--- config.mk ---
export PLATFORM = sky130hd
export DESIGN_NAME = branch_predictor
export DESIGN_NICKNAME = d
export VERILOG_FILES = /design/src/rtl/branch_predictor.sv
export SDC_FILE = /design/constraint.sdc
export NUM_CORES = 1
export LEC_CHECK = 0
export CELL_PAD_IN_SITES_DETAIL_PLACEMENT = 1
export CELL_PAD_IN_SITES_GLOBAL_PLACEMENT = 2
export CORE_MARGIN = 3
export CORE_UTILIZATION = 40
export DETAILED_ROUTE_END_ITERATION = 12
export PLACE_DENSITY_LB_ADDON = 0.1
export SYNTH_ARGS = -nofsm -noshare
export SYNTH_HDL_FRONTEND = slang
export SYNTH_SLANG_ARGS = --single-unit
export TNS_END_PERCENT = 20
--- constraint.sdc ---
create_clock -name clk -period 13.09 [get_ports clk]
set_clock_uncertainty 0.2 [all_clocks]
set_input_delay 2.618 -clock clk [delete_from_list [all_inputs] [get_ports clk]]
set_output_delay 2.618 -clock clk [all_outputs]
set_load 0.005 [all_outputs]
--- src/rtl/branch_predictor.sv ---
// Direct-mapped, tagged table of 2-bit saturating counters: same-cycle FD-stage
// prediction, X-stage training, and branch/mispredict statistics.
module branch_predictor #(
  parameter int LINES = 32,
  parameter int PC_W  = 32
) (
  input  logic            clk,
  input  logic            rst,
  input  logic            bp_enable,
  input  logic [PC_W-1:0] pc_guess,
  input  logic            is_br_guess,
  input  logic            flush_fd,
  input  logic [PC_W-1:0] pc_check,
  input  logic            is_br_check,
  input  logic            br_taken_check,
  output logic            pred_taken,
  output logic            mispredict,
  output logic [31:0]     branch_count,
  output logic [31:0]     mispredict_count
);

  localparam int IDX_W = $clog2(LINES);
  localparam int TAG_W = PC_W - IDX_W - 2;

  typedef logic [1:0] ctr_t;
  localparam ctr_t CTR_SNT = 2'b00;
  localparam ctr_t CTR_WNT = 2'b01;
  localparam ctr_t CTR_WT  = 2'b10;
  localparam ctr_t CTR_ST  = 2'b11;

  logic [LINES-1:0] valid_q, valid_d;
  logic [TAG_W-1:0] tag_q [LINES];
  logic [TAG_W-1:0] tag_d [LINES];
  ctr_t             ctr_q [LINES];
  ctr_t             ctr_d [LINES];
  logic             pred_x_q, pred_x_d;
  logic [31:0]      branch_count_q, branch_count_d;
  logic [31:0]      mispredict_count_q, mispredict_count_d;

  logic [IDX_W-1:0] idx_g, idx_c;
  logic [TAG_W-1:0] tag_g, tag_c;
  logic             hit_g, hit_c;

  always_comb begin
    idx_g = pc_guess[IDX_W+1:2];
    tag_g = pc_guess[PC_W-1:IDX_W+2];
    idx_c = pc_check[IDX_W+1:2];
    tag_c = pc_check[PC_W-1:IDX_W+2];
    hit_g = valid_q[idx_g] && (tag_q[idx_g] == tag_g);
    hit_c = valid_q[idx_c] && (tag_q[idx_c] == tag_c);
    // Lookup reads pre-edge state only; a same-index update shows up next cycle.
    pred_taken = bp_enable && is_br_guess && hit_g && ctr_q[idx_g][1];
    mispredict = is_br_check && (br_taken_check != pred_x_q);
  end

  // NOTE: every variable written here gets a default first, so no latch can be inferred.
  always_comb begin
    valid_d = valid_q;
    tag_d   = tag_q;
    ctr_d   = ctr_q;
    if (is_br_check && bp_enable) begin
      if (hit_c) begin
        if (br_taken_check && ctr_q[idx_c] != CTR_ST) begin
          ctr_d[idx_c] = ctr_q[idx_c] + 2'd1;
        end else if (!br_taken_check && ctr_q[idx_c] != CTR_SNT) begin
          ctr_d[idx_c] = ctr_q[idx_c] - 2'd1;
        end
      end else begin
        valid_d[idx_c] = 1'b1;
        tag_d[idx_c]   = tag_c;
        ctr_d[idx_c]   = br_taken_check ? CTR_WT : CTR_WNT;
      end
    end
    pred_x_d           = flush_fd ? 1'b0 : pred_taken;
    branch_count_d     = branch_count_q + {31'd0, is_br_check};
    mispredict_count_d = mispredict_count_q + {31'd0, mispredict};
  end

  // NOTE: sequential state uses non-blocking assignments so all flops sample pre-edge values.
  always_ff @(posedge clk or posedge rst) begin
    if (rst) begin
      valid_q            <= '0;
      pred_x_q           <= 1'b0;
      branch_count_q     <= '0;
      mispredict_count_q <= '0;
    end else begin
      valid_q            <= valid_d;
      pred_x_q           <= pred_x_d;
      branch_count_q     <= branch_count_d;
      mispredict_count_q <= mispredict_count_d;
    end
  end

  // NOTE: tag/counter storage is left unreset; a cleared valid bit already hides stale contents.
  always_ff @(posedge clk) begin
    tag_q <= tag_d;
    ctr_q <= ctr_d;
  end

  assign branch_count     = branch_count_q;
  assign mispredict_count = mispredict_count_q;

endmodule

==> results.yml, run 1 <==
logic_synthesis:
  postSynthAreaPerCell_sq_um: 16.62
  ys_ff_latch: 961
  syn-num-nets: 2816
  yosysUniqueCellTypes: 50
  synth-edff-count: 864
  synth-seq-area-share: 0.6232
  syn_inst: 2739
  synthArstFlopShare: 0.1009
  yosysWarnings: 0
  syn_area_sq_um: 45520
  synth_ff_type: "edfxtp_1"
drt:
  drt_iter0_drc: 3311
  drt.antenna.violating_nets: 0
  num_vias: 28690
  dr.pass1.iters: 7
  wl_per_cell_microns: 36.79
  via_per_inst: 6.442
  wl_microns: 163900
  drc: 0
sta:
  rsz0062_at_grt: "false"
  max-slew-margin-rel: 0.2043
  hold_violations: 0
  whs_ns: 0.2877
  max_freq_mhz: 97.77
  setup_tns_ns: 0
  tightest_slew_ns: 1.190
  drv_slew: 0
  setup_viol: 0
  fin_crit_sh: 0.7814
  fin_ws_ns: 2.861
  finalCriticalPeriod_ns: 10.23
worst_setup_path:
  r2r_slack_ns: 7.84
  crit_top_cell: "mux4_2"
  start_kind: "input pin"
  worst_path_dominant_cell_family: "buffers and inverters"
  cpPeakStageDelay_ns: 0.70
  rr_endpoint: "tag_q[392]"
  r2r-start: "tag_q[33]"
  r2r_cells: 10
  slowest_stage: "nand4_1"
  cp.arrival_ns: 7.41
  cp_cell_sequence: "buf_8 -> buf_4 -> mux4_2 -> mux4_2 -> mux2i_1 -> xnor2_1 -> nor4_1 -> nand4_1 -> nor2_1 -> clkdlybuf4s50_1"
  cp.required_ns: 10.27
  crit_path_max_fanout: 86
  crit_buf_inv: 3
  cp-end-kind: "primary output"
  worstSetupPathType: "input pin to primary output"
pwr:
  leakage_uw: 0.01766
  peakVddDrop_v: 0.0001063
  p_per_area_nw_per_um2: 134.4
global_routing:
  grt_max_degree: 161
  grt_use_total: 0.2753
  overflow: 0
  grt_pass1_vias: 29380
  grt_pass1_wl_microns: 228100
  antenna_found_initial: 6
outcome:
  outcome: "finished clean"
cts:
  tritoncts: "yes"
  insertion_delay_ns: 0.72
  cts_made_buffers: 108
  cts_setup_buffers: 0
  cts.sinks: 961
  path_clk_slew_ns: 0.06
  h-tree-depth: 3
  clockRootBuffer: "clkbuf_16"
  cts_buffer_depth: 3
  post_cts_resized: 0
  holdBufCountCts: 0
floorplan:
  die_y_microns: 343.4
  dieWidth_microns: 343.4
  coreArea_sq_um: 112700
  rows: 123
  die_area_sq_um: 117900
  initial_utilization: 0.4041
  io-pin-count: 137
final_layout:
  syn_to_final_growth_pct: 14.66
  multi_input_area_sq_um: 16220
  final_cell_mix: "edfxtp_1 (864), mux2i_1 (393), mux4_2 (295), o22ai_1 (185), clkdlybuf4s50_1 (125)"
  ff_latch_area_sq_um: 28370
  drive_gt1_frac: 0.2083
  n_fill_cell: 10720
  final_util: 0.4634
  layout_commonest_cell: "edfxtp_1"
  final_cells: 4454
  nets: 2940
placed_design:
  post-place-ws_ns: 2.792
  post-dp-hpwl_microns: 87570
  place_inst: 4253
  gp_congestion: 0.7936
  portBuffers: 132
hold_path:
  worstHoldEndpoint: "valid_q[25]"
  worstHoldPathType: "register to register"
  hold_depth: 2
  hp-start: "valid_q[25]"
flow_run:
  drv_cap: 0
## tightest hold or removal path: stages, from the launching register on
cell and delay [ns]:
dfrtp_1 0.34, inv_1 0.06, o31ai_1 0.06
## through the flow
stage | total power, uW | instance area [sq um]
floorplan | 3816 | 45520
global placement | 4075 | 48730
detailed placement | 4088 | 48730
CTS | 7080 | 52200
global route | 7234 | 52200
finish | 7017 | 52200
## synth_stat cells (13+ instances only)
master / n / area (sq um)
a21oi_1: 47 / 235.2
nand3_1: 37 / 185.2
clkbuf_1: 82 / 307.8
nor3_1: 35 / 175.2
buf_2: 68 / 340.3
o31ai_1: 32 / 240.2
inv_1: 39 / 146.4
and3_1: 28 / 175.2
xnor2_1: 71 / 621.9
nand2_1: 81 / 304.0
mux4_2: 295 / 6644
xor2_1: 21 / 183.9
edfxtp_1: 864 / 25940
mux2i_1: 393 / 3934
nor2_1: 19 / 71.32
nor4_1: 53 / 331.6
a22oi_1: 13 / 97.59
dfrtp_1: 97 / 2427
o21ai_0: 19 / 95.09
buf_1: 39 / 146.4
o22ai_1: 185 / 1157
buf_4: 26 / 195.2
a211oi_1: 97 / 728.2
nand4_1: 18 / 112.6
## where the power goes
| group | total [uW] | switching, uW | internal (uW) |
|---|---|---|---|
| Combinational | 611 | 359 | 251 |
| Clock | 2990 | 1280 | 1710 |
| Sequential | 3410 | 32.0 | 3380 |
| Total | 7020 | 1670 | 5340 |
## cell type report
cell class,count,area share
flip-flops and latches,961,0.5435
multi-input cells,1522,0.3107
clock buffers,132,0.05484
repair buffers,231,0.04056
well taps,1500,0.03595
clock inverters,67,0.01146
inverters,39,0.002852
diodes,2,0.00009588
## metal layers
| layer | track usage | vias to the layer above | share of wire |
|---|---|---|---|
| met1 | 0.3883 | 15590 | 0.42 |
| met4 | 0.08568 | 2 | 0.034 |
| met3 | 0.03960 | 279 | 0.068 |
| met2 | 0.4438 | 1212 | 0.47 |
| li1 | - | 11610 | - |
| met5 | 0 | - | 0.000079 |
## flip-flops by register name, indices dropped and copies added, names as in the netlist
signal and flops:
branch_count 32, ctr_q 64, mispredict_count 32, pred_x_q 1, tag_q 800, valid_q 32
## worst max-delay path by stage
stage | from | endpoint | slack (ns) | cells past startpoint
2_1_floorplan | pc_guess[2] | pred_taken | 4.71 | 11
3_3_place_gp | pc_guess[2] | pred_taken | 2.76 | 10
3_5_place_dp | pc_guess[2] | pred_taken | 2.79 | 10
4_1_cts | pc_guess[2] | pred_taken | 2.79 | 10
5_1_grt | pc_guess[2] | pred_taken | 2.65 | 10
6_report | pc_guess[3] | pred_taken | 2.86 | 10
## kinds of logic after synthesis
logic type      share of synthesized area
fa+ha+maj                        0.001649
compound gates                    0.05871
xor+xnor                          0.01770
simple gates                      0.04092
flops                              0.6232
buf+inv                           0.02545
mux                                0.2323
Note: power is estimated with default switching activity, not from simulation.
==> inputs of run 2 (changes only) <==
==> constraint.sdc (replaced) <==
create_clock -name clk -period 10.6 [get_ports clk]
set_clock_uncertainty 0.2 [all_clocks]
set_input_delay 2.12 -clock clk [delete_from_list [all_inputs] [get_ports clk]]
set_output_delay 2.12 -clock clk [all_outputs]
set_load 0.005 [all_outputs]
==> results.yml, run 2 (synthesis results as in run 1) <==
drt:
  drt_iter0_drc: 2798
  wl_per_cell_microns: 36.22
  via_per_inst: 6.389
  num_vias: 28640
  drt.antenna.violating_nets: 0
  wl_microns: 162400
  drc: 0
  dr.pass1.iters: 5
placed_design:
  post-dp-hpwl_microns: 91880
  gp_congestion: 0.7997
  portBuffers: 132
  post-place-ws_ns: 1.265
final_layout:
  syn_to_final_growth_pct: 15.20
  final_cell_mix: "edfxtp_1 (864), mux2i_1 (393), mux4_2 (295), o22ai_1 (185), clkdlybuf4s50_1 (125)"
  nets: 2970
  final_util: 0.4655
  diodes: 0
  layout_commonest_cell: "edfxtp_1"
  top_register: "tag_q"
  largest_reg_flops: 800
  drive_gt1_frac: 0.2152
  reg_top3: "tag_q: 800 flops, ctr_q: 64 flops"
pwr:
  combPwrFrac: 0.088
  intPower_uw: 6586
  switching_share: 0.2365
  leakage_uw: 0.01780
  p_per_area_nw_per_um2: 164.5
  peakVddDrop_v: 0.0001305
  switching_power_uw: 2040
  sequentialPowerShare: 0.489
  power_uw: 8627
  power_frac_clock: 0.423
sta:
  hold_violations: 0
  finalCriticalPeriod_ns: 9.218
  tightest_slew_ns: 1.245
  fin_ws_ns: 1.382
  drv_slew: 0
  rsz0062_at_grt: "false"
  setup_viol: 0
  fin_crit_sh: 0.8697
  max-slew-margin-rel: 0.1671
  max_freq_mhz: 108.5
  setup_tns_ns: 0
  whs_ns: 0.2848
worst_setup_path:
  start_kind: "input pin"
  cp.arrival_ns: 6.90
  cp.required_ns: 8.28
  crit_path_max_fanout: 48
  worstSetupPathType: "input pin to primary output"
  cp-end-kind: "primary output"
floorplan:
  dieWidth_microns: 343.4
  rows: 123
  io-pin-count: 137
  die_y_microns: 343.4
  coreArea_sq_um: 112700
  die_area_sq_um: 117900
  initial_utilization: 0.4041
cts:
  cts_setup_buffers: 0
  clockRootBuffer: "clkbuf_16"
  holdBufCountCts: 0
  insertion_delay_ns: 0.70
  h-tree-depth: 3
  path_clk_slew_ns: 0.06
  tritoncts: "yes"
  post_cts_resized: 0
  cts.sinks: 961
  cts_made_buffers: 108
  cts_buffer_depth: 3
global_routing:
  overflow: 0
  grt_pass1_vias: 29780
  grt_use_total: 0.2746
  antenna_found_initial: 3
  grt_pass1_wl_microns: 228300
  grt_max_degree: 113
outcome:
  outcome: "finished clean"
flow_run:
  drv_cap: 0
hold_path:
  worstHoldPathType: "register to register"
-- run 2: cell types whose count changed in the layout (fill, tap and decap cells not counted), sizes merged --
cell / previous run / this run
bufinv: 8 / 6
inv: 42 / 44
buf: 106 / 136
diode: 2 / 0
clkinv: 55 / 48
clkinvlp: 1 / 3
clkbuf: 132 / 138
-- run 2: layer usage --
metal	part of all wire	vias up	track usage
li1	-	11690	-
met1	0.43	15520	0.3924
met2	0.47	1197	0.4394
met3	0.069	240	0.04142
met4	0.030	4	0.07676
met5	0.00014	-	0
-- run 2: power by group through the flow --
stage / Sequential (uW) / Clock (uW) / Combinational, uW
global route: 4220 / 3880 / 805
finish: 4210 / 3650 / 760
floorplan: 4280 / 0 / 428
global placement: 4290 / 0 / 751
detailed placement: 4290 / 0 / 762
CTS: 4210 / 3730 / 764
-- run 2: layout make-up --
cell class	instances	area, sq um
clock buffers	138	2939
clock inverters	62	475.5
fillers	10740	60210
inverters	39	148.9
multi-input cells	1522	16220
flip-flops and latches	961	28370
well taps	1500	1877
repair buffers	261	2412
-- run 2: per-stage QoR --
stage / instances / instance area (sq um)
6_report: 4483 / 52440
5_1_grt: 4483 / 52440
4_1_cts: 4483 / 52440
3_5_place_dp: 4283 / 49030
3_3_place_gp: 4282 / 49010
2_1_floorplan: 2739 / 45520
-- run 2: critical path, stage by stage --
cell             delay, ns
buf_8                 0.46
buf_4                 0.37
mux4_2                0.56
mux4_2                0.49
mux2i_1               0.30
xnor2_1               0.20
nor4_1                0.77
nand4_1               0.76
nor2_1                0.26
clkdlybuf4s50_1       0.53
-- run 2: path summary, 6_finish.rpt --
| kind | cells past startpoint | from | to | slack, ns |
|---|---|---|---|---|
| worst max-delay path | 10 | pc_guess[2] | pred_taken | 1.38 |
| worst min-delay path | 2 | valid_q[20] | valid_q[20] | 0.28 |
| worst max register to register | 10 | tag_q[306] | tag_q[419] | 5.32 |
| worst min register to register | 2 | valid_q[20] | valid_q[20] | 0.28 |
| max in group asynchronous | 3 | rst | mispredict_count[27] | 7.33 |
| min in group asynchronous | 2 | rst | valid_q[25] | 1.59 |
==> patch (flow settings as in run 1) <==
The parameter `LINES` goes from 32 to 16.
--- a/src/rtl/branch_predictor.sv
+++ b/src/rtl/branch_predictor.sv
@@ -1,7 +1,7 @@
 // Direct-mapped, tagged table of 2-bit saturating counters: same-cycle FD-stage
 // prediction, X-stage training, and branch/mispredict statistics.
 module branch_predictor #(
-  parameter int LINES = 32,
+  parameter int LINES = 16,
   parameter int PC_W  = 32
 ) (
   input  logic            clk,
Behaviour: not the same (a bounded check fails within 4 cycles, from zero or initial values and one cycle with rst high).
==> patch against run 1 <==
- global-route usage decreased by 3.9 points
- wire length decreased by 52%
- critical path depth decreased by 1
- sequential cell count decreased by 432
- setup slack improved by 520 ps
- power decreased by 41%
- cell area decreased by 42%
- synthesized area decreased by 43%
- critical path type unchanged
- largest cell class unchanged
==> patch: results (changes against run 1) <==
| Metric | Value |
|---|---|
| Reg2reg end | tag_q[47] |
| Status | finished, final reports clean |
| 1st-pass router iterations | 5 (-2) |
| Setup WS pre-CTS | 3320 ps (+528 ps) |
| Post-synth net total | 1653 (-41%) |
| Post-synth cell types | 76 (+52%) |
| Crit path launch | pc_guess[4] |
| Largest net degree at the start of global routing | 82 (-49%) |
| Worst r2r src | tag_q[130] |
| Top reg by flops | tag_q |
| Worst path max stage delay | 660 ps (-40 ps) |
| Max reg flops | 416 (-48%) |
| Worst reg-to-reg path cell count | 9 (-1) |
| Worst hold margin | 272 ps (-15.9 ps) |
| GR Util All Layers | 23.6% (-3.9 points) |
| Post-CTS Setup Repair Bufs | 0 (unchanged) |
| Clock Tree Buf Depth | 3 (unchanged) |
| Clock transition at path regs | around 50 ps |
| Switching pwr | 959 uW (-43%) |
| PortBufs | 132 (unchanged) |
| GP Congestion | 0.790 (-0.42%) |
| Async set-reset flop share out of synthesis | 15.3% (+5.2 points) |
| Vias in the first global route | 16600 (-44%) |
| Htree depth | 2 (-1) |
| Min Clock Period, post-route | 9710 ps (-522 ps) |
| Number of synthesized flops with an enable pin | 448 (-48%) |
| CTS resizes | 0 (unchanged) |
| WL per Instance | 30.4 um (-17%) |
| Dominant cells by area after synthesis | edfxtp_1, mux4_2, dfrtp_1, mux2i_1, xnor2_1 |
| Sequential share of the synthesized area | 59.6% (-2.8 points) |
| Worst-path maximum fanout | 52 (-40%) |
| Post-synth top cells | edfxtp_1, mux4_2, nor2_1 |
| Nets@finish | 1790 (-39%) |
| Hold WC Path Type | flop to flop |
| Hold path startpoint | branch_count[31] |
| Worst IR drop on VDD | 164 uV (+54%) |
| Root Buffer | clkbuf_16 |
| CP Data Arrival Time | 6890 ps (-520 ps) |
| WHS Path Cells | 1 (-1) |
| Register-to-register setup slack | 8640 ps (+800 ps) |
| Antenna violations before repair | 1 (-5) |
| Post-detailed-placement half-perimeter wirelength | 49.1 mm (-44%) |
| Most used DFF post-synth | edfxtp_1 |
| CP max-delay cell | buf_4 |
| Initial DRC count | 1162 (-65%) |
| TritonCTS Buffers | 59 (-45%) |
| # DRC | 0 (unchanged) |
| Via count of the routed design | 15700 (-45%) |
| Layout cells sized above 1 | 23.1% (+2.3 points) |
| Hold EP | branch_count[31] |
| Setup crit end | pred_taken |
| Static Leak | 0.0104 uW (-41%) |
| Clock latency on the worst-skew pair | 630 ps (-90 ps) |
| Slew HR | 27.5% (+7.0 points) |
| Yosys warns | 0 (unchanged) |
| First-pass GRT wire length | 116 mm (-49%) |
[patch: cell count changes in the layout (fill, tap and decap cells not counted), moves of 55 or more]
cell	run 1	this run
nor2_1	19	83
mux2i_1	393	92
buf_4	98	43
edfxtp_1	864	448
a211oi_1	97	10
o22ai_1	185	16
mux4_2	295	209
[patch: cells by family after synthesis]
kind of cell    count (synthesis)  synth area share (%)
compound gates                164                  4.56
xor+xnor                      108                  3.64
mux                           329                  22.9
buf+inv                       109                  2.59
flops                         529                  59.6
fa+ha+maj                       6                 0.289
simple gates                  331                  6.44
[patch: critical path, delay by kind of cell]
family / cells / cell delay (ps)
simple gates: 3 / 1190
xor+xnor: 1 / 310
buf+inv: 3 / 1830
mux: 2 / 900
[patch: metrics by stage]
step	std cells	area, um^2
3_3_place_gp	2498	28200
3_5_place_dp	2498	28200
4_1_cts	2610	30300
2_1_floorplan	1576	26000
6_report	2611	30300
5_1_grt	2610	30300
[patch: power groups by stage]
| stage | clock (uW) | sequential [uW] | combinational [uW] |
|---|---|---|---|
| floorplan | 0 | 1940 | 247 |
| global placement | 0 | 1950 | 411 |
| detailed placement | 0 | 1950 | 418 |
| CTS | 1850 | 1920 | 419 |
| global route | 1920 | 1920 | 445 |
| finish | 1810 | 1920 | 414 |
[patch: area by class of cell]
class	count	area (um^2)
Sequential cell	529	15500
Timing Repair Buffer	172	1610
Clock buffer	78	1660
Fill cell	6052	33400
Inverter	13	50.0
Tap cell	846	1060
Antenna cell	1	2.50
Clock inverter	34	462
Multi-Input combinational cell	938	9970
[patch: per-layer routing]
layer	track usage [%]	up-vias	part of all wire, %
met4	7.36	0	3.0
met5	0	-	0
met1	33.5	8426	44
li1	-	6654	-
met3	4.37	131	6.1
met2	37.0	493	47
